`src/rtl/fetch_realign_buffer_pkg.sv`:
```
// fetch_realign_buffer_pkg
//   Shared constants and types for the fetch realignment buffer.
//   - OPC_LOW_32 : low two opcode bits that mark a 32-bit instruction
//   - WADDR_W    : instruction-cache word-address width
//   - NOP        : canonical 32-bit NOP (addi x0, x0, 0), kept with the IF-stage constants
//   - fsm_state_t: refill controller states
package fetch_realign_buffer_pkg;

  localparam int          WADDR_W    = 30;
  localparam logic [1:0]  OPC_LOW_32 = 2'b11;
  localparam logic [31:0] NOP        = 32'h0000_0013;

  typedef enum logic {
    ST_IDLE = 1'b0,
    ST_WAIT = 1'b1
  } fsm_state_t;

  // A halfword whose low two bits are 2'b11 starts a 32-bit instruction.
  function automatic logic is_full_width(input logic [15:0] half);
    return half[1:0] == OPC_LOW_32;
  endfunction

endpackage

```
`src/rtl/fetch_realign_buffer_entries.sv`:
```
// realign_buf_entries
//   Two-entry tag/data word buffer with two simultaneous lookups, victim
//   selection and a single lru bit.
//   Ports:
//     clk, rst            : clock, asynchronous active-high reset
//     i_tag_a / i_tag_b   : word addresses looked up this cycle (wa / wa+1)
//     o_hit_a / o_data_a  : lookup result for i_tag_a
//     o_hit_b / o_data_b  : lookup result for i_tag_b
//     i_fill_en           : write i_fill_tag/i_fill_data into the victim at the edge
module realign_buf_entries #(
  parameter int TAG_W  = 30,
  parameter int DATA_W = 32
) (
  input  logic              clk,
  input  logic              rst,
  input  logic [TAG_W-1:0]  i_tag_a,
  input  logic [TAG_W-1:0]  i_tag_b,
  input  logic              i_fill_en,
  input  logic [TAG_W-1:0]  i_fill_tag,
  input  logic [DATA_W-1:0] i_fill_data,
  output logic              o_hit_a,
  output logic [DATA_W-1:0] o_data_a,
  output logic              o_hit_b,
  output logic [DATA_W-1:0] o_data_b
);

  logic [1:0]        r_valid;
  logic [TAG_W-1:0]  r_tag  [2];
  logic [DATA_W-1:0] r_data [2];
  logic              r_lru;

  logic [1:0] w_match_a;
  logic [1:0] w_match_b;
  logic       w_victim;

  always_comb begin
    for (int i = 0; i < 2; i++) begin
      w_match_a[i] = r_valid[i] & (r_tag[i] == i_tag_a);
      w_match_b[i] = r_valid[i] & (r_tag[i] == i_tag_b);
    end
  end

  assign o_hit_a  = |w_match_a;
  assign o_hit_b  = |w_match_b;
  assign o_data_a = w_match_a[1] ? r_data[1] : (w_match_a[0] ? r_data[0] : '0);
  assign o_data_b = w_match_b[1] ? r_data[1] : (w_match_b[0] ? r_data[0] : '0);

  // Never evict the word the current PC sits in; this protects the first
  // half of a straddling instruction while its second word is fetched.
  assign w_victim = w_match_a[0] ? 1'b1 :
                    w_match_a[1] ? 1'b0 : r_lru;

  always_ff @(posedge clk or posedge rst) begin
    if (rst) begin
      r_valid <= 2'b00;
      r_lru   <= 1'b0;
      for (int i = 0; i < 2; i++) begin
        r_tag[i]  <= '0;
        r_data[i] <= '0;
      end
    end else if (i_fill_en) begin
      r_valid[w_victim] <= 1'b1;
      r_tag[w_victim]   <= i_fill_tag;
      r_data[w_victim]  <= i_fill_data;
      r_lru             <= ~w_victim;
    end
  end

endmodule

```
`src/rtl/fetch_realign_buffer.sv`:
```
// fetch_realign_buffer
//   Realigns halfword-aligned fetches into whole instructions, using a
//   two-word buffer in front of a read-only instruction cache.
//   Ports:
//     clk, rst         : clock, asynchronous active-high reset
//     pc               : IF-stage PC (pc[0] is always 0)
//     ready            : inst/compressed valid this cycle
//     compressed       : 16-bit instruction at pc
//     inst             : realigned instruction (upper half zero when compressed)
//     ICACHE_*         : cache read port; wen/wdata tied off
//
//   state | meaning
//   IDLE  | serve from buffer; on a miss request the missing word
//   WAIT  | cache stalled; hold request on the latched word address
module fetch_realign_buffer #(
  parameter int XLEN    = 32,
  parameter int WADDR_W = 30
) (
  input  logic               clk,
  input  logic               rst,
  input  logic [XLEN-1:0]    pc,
  output logic               ready,
  output logic               compressed,
  output logic [XLEN-1:0]    inst,
  input  logic               ICACHE_stall,
  output logic               ICACHE_ren,
  output logic               ICACHE_wen,
  output logic [WADDR_W-1:0] ICACHE_addr,
  input  logic [XLEN-1:0]    ICACHE_rdata,
  output logic [XLEN-1:0]    ICACHE_wdata
);

  import fetch_realign_buffer_pkg::*;

  fsm_state_t         r_state;
  fsm_state_t         w_state_nxt;
  logic [WADDR_W-1:0] r_pend_addr;

  logic [WADDR_W-1:0] w_wa;
  logic [WADDR_W-1:0] w_wb;
  logic               w_hit_a;
  logic               w_hit_b;
  logic [XLEN-1:0]    w_data_a;
  logic [XLEN-1:0]    w_data_b;
  logic [15:0]        w_half;
  logic               w_need_b;
  logic               w_miss;
  logic [WADDR_W-1:0] w_miss_addr;
  logic               w_fill_en;
  logic               w_pend_load;
  logic               w_unused_pc0;

  assign w_unused_pc0 = pc[0];

  assign w_wa = pc[XLEN-1:2];
  assign w_wb = w_wa + {{(WADDR_W-1){1'b0}}, 1'b1};

  realign_buf_entries #(
    .TAG_W  (WADDR_W),
    .DATA_W (XLEN)
  ) u_entries (
    .clk         (clk),
    .rst         (rst),
    .i_tag_a     (w_wa),
    .i_tag_b     (w_wb),
    .i_fill_en   (w_fill_en),
    .i_fill_tag  (ICACHE_addr),
    .i_fill_data (ICACHE_rdata),
    .o_hit_a     (w_hit_a),
    .o_data_a    (w_data_a),
    .o_hit_b     (w_hit_b),
    .o_data_b    (w_data_b)
  );

  assign w_half   = pc[1] ? w_data_a[31:16] : w_data_a[15:0];
  // w_data_a is zero on a wa miss, so need_b only matters once wa hits.
  assign w_need_b = pc[1] & is_full_width(w_half);
  assign w_miss   = ~w_hit_a | (w_need_b & ~w_hit_b);
  assign w_miss_addr = ~w_hit_a ? w_wa : w_wb;

  // Output mux: buffer contents only, never forwarded from rdata.
  always_comb begin
    ready      = w_hit_a & (~w_need_b | w_hit_b) & (r_state == ST_IDLE) & ~rst;
    compressed = ready & ~is_full_width(w_half);
    inst       = '0;
    if (ready) begin
      if (compressed)    inst = {{(XLEN-16){1'b0}}, w_half};
      else if (w_need_b) inst = {w_data_b[15:0], w_data_a[31:16]};
      else               inst = w_data_a;
    end
  end

  always_ff @(posedge clk or posedge rst) begin
    if (rst) r_state <= ST_IDLE;
    else     r_state <= w_state_nxt;
  end

  always_comb begin
    w_state_nxt = r_state;
    case (r_state)
      ST_IDLE: if (w_miss && ICACHE_stall) w_state_nxt = ST_WAIT;
      ST_WAIT: if (!ICACHE_stall)          w_state_nxt = ST_IDLE;
      default: w_state_nxt = ST_IDLE;
    endcase
  end

  // Reset forces the request low combinationally so an abandoned WAIT
  // never leaves ren asserted, even before any clock edge.
  always_comb begin
    ICACHE_ren  = 1'b0;
    ICACHE_addr = '0;
    w_pend_load = 1'b0;
    if (!rst) begin
      case (r_state)
        ST_IDLE: begin
          if (w_miss) begin
            ICACHE_ren  = 1'b1;
            ICACHE_addr = w_miss_addr;
            w_pend_load = ICACHE_stall;
          end
        end
        ST_WAIT: begin
          ICACHE_ren  = 1'b1;
          ICACHE_addr = r_pend_addr;
        end
        default: ;
      endcase
    end
    w_fill_en = ICACHE_ren & ~ICACHE_stall;
  end

  always_ff @(posedge clk or posedge rst) begin
    if (rst)              r_pend_addr <= '0;
    else if (w_pend_load) r_pend_addr <= ICACHE_addr;
  end

  assign ICACHE_wen   = 1'b0;
  assign ICACHE_wdata = '0;

endmodule

```
`config.mk`:
```
export PLATFORM = sky130hd
export DESIGN_NAME = fetch_realign_buffer
export DESIGN_NICKNAME = d
export VERILOG_FILES = /design/src/rtl/fetch_realign_buffer_pkg.sv /design/src/rtl/fetch_realign_buffer_entries.sv /design/src/rtl/fetch_realign_buffer.sv
export SDC_FILE = /design/constraint.sdc
export NUM_CORES = 1
export LEC_CHECK = 0
export BUFFER_PORTS_ARGS = -buffer_cell sky130_fd_sc_hd__buf_4
export CAP_MARGIN = 20
export CORE_AREA = 3 3 142 144
export DETAILED_ROUTE_END_ITERATION = 16
export DIE_AREA = 0 0 145 147
export MAX_ROUTING_LAYER = met4
export PLACE_DENSITY = 0.84
export SYNTH_ARGS = -nofsm -noshare
export SYNTH_HDL_FRONTEND = slang
export SYNTH_HIERARCHICAL = 1
export SYNTH_SLANG_ARGS = --single-unit
export TNS_END_PERCENT = 5
```
`constraint.sdc`:
```
create_clock -name clk -period 8.5 [get_ports clk]
set_clock_uncertainty 0.05 [all_clocks]
set_input_delay 0.85 -clock clk [delete_from_list [all_inputs] [get_ports clk]]
set_output_delay 0.85 -clock clk [all_outputs]
set_load 0.02 [all_outputs]
```
==> key figures <==
Clock tree
  • CTS tree: built
  • Clk Latency, worst-skew pair: 0.43 ns
  • Num Clock Sinks: 158
  • Gates resized, CTS repair: 0
  • CTS Buffer Depth: 2
  • Clk root buf: clkbuf_16
  • Clock slew at reported path FFs: 0.06 ns
  • Postcts setup bufs: 0
  • Num CTS Buffers: 17
  • Post-CTS Hold Buffers: 0
  • Clock H-tree levels: 4

Detailed routing
  • Detail Route Antenna Nets: 0
  • Detailed Route WL: 28.92 mm
  • DR vias: 8308
  • Via density: 5.757
  • Routed len/inst: 20.04 um
  • DR pass1 iterations: 5
  • DRT iter0 DRCs: 659
  • DRC viols: 0

STA
  • Hold violation count in the final report: 0
  • Final setup viols: 0
  • Rel. slew slack: 0.3181
  • Post-Route Setup TNS: 0 ns
  • Fmax: 0.1378 GHz
  • Fin worst setup slack: 1.245 ns
  • Unrepaired setup endpoints after global routing: no
  • Period minus WS final: 7.255 ns
  • Final Cycle Share: 0.8535
  • Final Max Slew Viols: 0
  • Slew @ Worst Pin: 1.013 ns

Final layout
  • # nets final: 1238
  • Fillers: 1580
  • Layout area overhead: 14.15%
  • Share of cells above drive strength 1: 0.2122
  • Antenna Cells: 0
  • Final non-filler cell total: 1443

Pwr
  • Lkg Pwr: 5.101 nW
  • PwrDens: 209.8 nW/um2
  • P_int: 1.642 mW
  • Clock share of power: 0.308
  • Sw Share: 0.3315
  • Sequential share of power: 0.452
  • Worst vdd ir: 0.1486 mV
  • Logic pwr share: 0.240
  • Sw power: 814.1 uW

Critical path
  • Critical path's top delay family: simple AND/OR/NAND/NOR gates
  • Cell mode on critical path: buf_4
  • Crit-path max cell delay: 0.78 ns
  • Critical path launch point type: input port
  • Critical Path, Cell by Cell: buf_4 > nand4_1 > nor4_1 > and2_1 > nand3_1 > xnor2_1 > xnor2_1 > nand4_1 > or4_1 > nor4_4 > buf_4 > inv_1 > nand2_1 > nand4b_1 > a21oi_1 > nand2_1 > o21ai_0 > buf_4
  • CP Capture Type: primary output
  • CP Data Required Time: 7.60 ns
  • CP arrival: 6.35 ns
  • Crit-path max FO: 23
  • WP buf/inv: 4
  • Max stage delay cell, worst path: nor4_1
  • CP Class: in -> out

Floorplan
  • Die Y: 147 um
  • I/O pins: 165
  • Row cnt: 50
  • Die area: 21320 um2
  • Initial core utilization: 0.5447
  • Core box area: 18830 um2
  • Die X: 145 um

Yosys
  • Mapped Area: 10260 um2
  • Avg Cell Area, Syn: 9.523 um2
  • Synthesized instance count: 1077
  • Yosys warnings: 6

Worst hold path
  • Worst min-delay path category: reg -> reg

Run status
  • Status: complete, no violations

Global route
  • Vias in the first global route: 8319
  • GRT Residual Overflow: 0
  • First-pass GRT wire length: 45.50 mm
  • Largest net degree at the start of global routing: 68
  • Global Route Usage Sum: 0.2751
  • Initial antenna violation count: 0

Placement
  • Hpwl dp: 20.98 mm
  • GPL Wtd Cong: 1.007
  • Pre-CTS setup slack: 1.499 ns
  • PortBufs: 130
  • Post-Place Cells: 1411

Job
  • Max-cap violation count: 0
==> final timing paths <==
| check | from | end | slack [ns] | cells after the start |
|---|---|---|---|---|
| max in group asynchronous | rst | u_entries/r_data[3]$_DFFE_PP0P_ | 6.42 | 3 |
| worst min register to register | r_pend_addr[0]$_DFFE_PP0P_ | r_pend_addr[0]$_DFFE_PP0P_ | 0.42 | 2 |
| worst max-delay path | pc[18] | ICACHE_addr[20] | 1.25 | 18 |
| worst max register to register | u_entries/r_tag[48]$_DFFE_PP0P_ | u_entries/r_tag[15]$_DFFE_PP0P_ | 3.20 | 13 |
| worst min-delay path | r_pend_addr[0]$_DFFE_PP0P_ | r_pend_addr[0]$_DFFE_PP0P_ | 0.42 | 2 |
| min in group asynchronous | rst | r_pend_addr[6]$_DFFE_PP0P_ | 0.57 | 3 |
==> power by group through the flow <==
stage	combinational [mW]	clock, mW	sequential (mW)
6_report	0.590	0.757	1.11
2_1_floorplan	0.440	0	1.07
5_1_grt	0.637	0.799	1.13
3_5_place_dp	0.582	0	1.11
3_3_place_gp	0.569	0	1.10
4_1_cts	0.587	0.769	1.10
==> registers in the layout (all words and copies together), names as in the netlist <==
register           flops
u_entries/r_valid      2
u_entries/r_tag       60
u_entries/r_lru        1
u_entries/r_data      64
r_pend_addr           30
r_state                1
==> tightest hold or removal path, delay by kind of cell, from the launching register on <==
| kind | cells | cell delay, ns |
|---|---|---|
| AND/OR/NAND/NOR | 2 | 0.10 |
| flip-flops | 1 | 0.34 |
==> per-stage QoR <==
step | util | area (um2) | hold WS (ns) | power, mW
5_1_grt | 0.6217 | 11710 | 0.4454 | 2.566
3_3_place_gp | 0.5912 | 11130 | 0.4013 | 1.671
6_report | 0.6217 | 11710 | 0.4245 | 2.456
3_5_place_dp | 0.5912 | 11130 | 0.4095 | 1.697
2_1_floorplan | - | 10380 | 0.3885 | 1.508
4_1_cts | 0.6217 | 11710 | 0.4259 | 2.460
==> per-layer routing <==
| layer | GRT usage | vias to the layer above | wire length [um] |
|---|---|---|---|
| li1 | - | 3797 | - |
| met1 | 0.3506 | 4066 | 12120 |
| met2 | 0.4479 | 393 | 13920 |
| met3 | 0.06046 | 52 | 2246 |
| met4 | 0.07553 | 0 | 635 |
| met5 | - | - | 0 |
==> placed cells by master, fill, tap and decap left out, types with 33 or more instances in the layout <==
master and count:
nand2_1 121, mux2_1 65, dfrtp_1 158, buf_4 142, conb_1 33, inv_1 44
xnor2_1 98, o21ai_0 99, mux2_2 60, xor2_1 76, nand3_1 69, nand4_1 39
==> final cells by class <==
class | count | area [um2] | share of cell area
clock buffers | 18 | 429.2 | 0.03666
flip-flops and latches | 158 | 3954 | 0.3377
repair buffers | 142 | 1066 | 0.09105
multi-input cells | 806 | 5615 | 0.4796
inverters | 45 | 171.4 | 0.01464
clock inverters | 14 | 146.4 | 0.01250
well taps | 260 | 325.3 | 0.02779
Note: power is estimated with default switching activity, not from simulation.
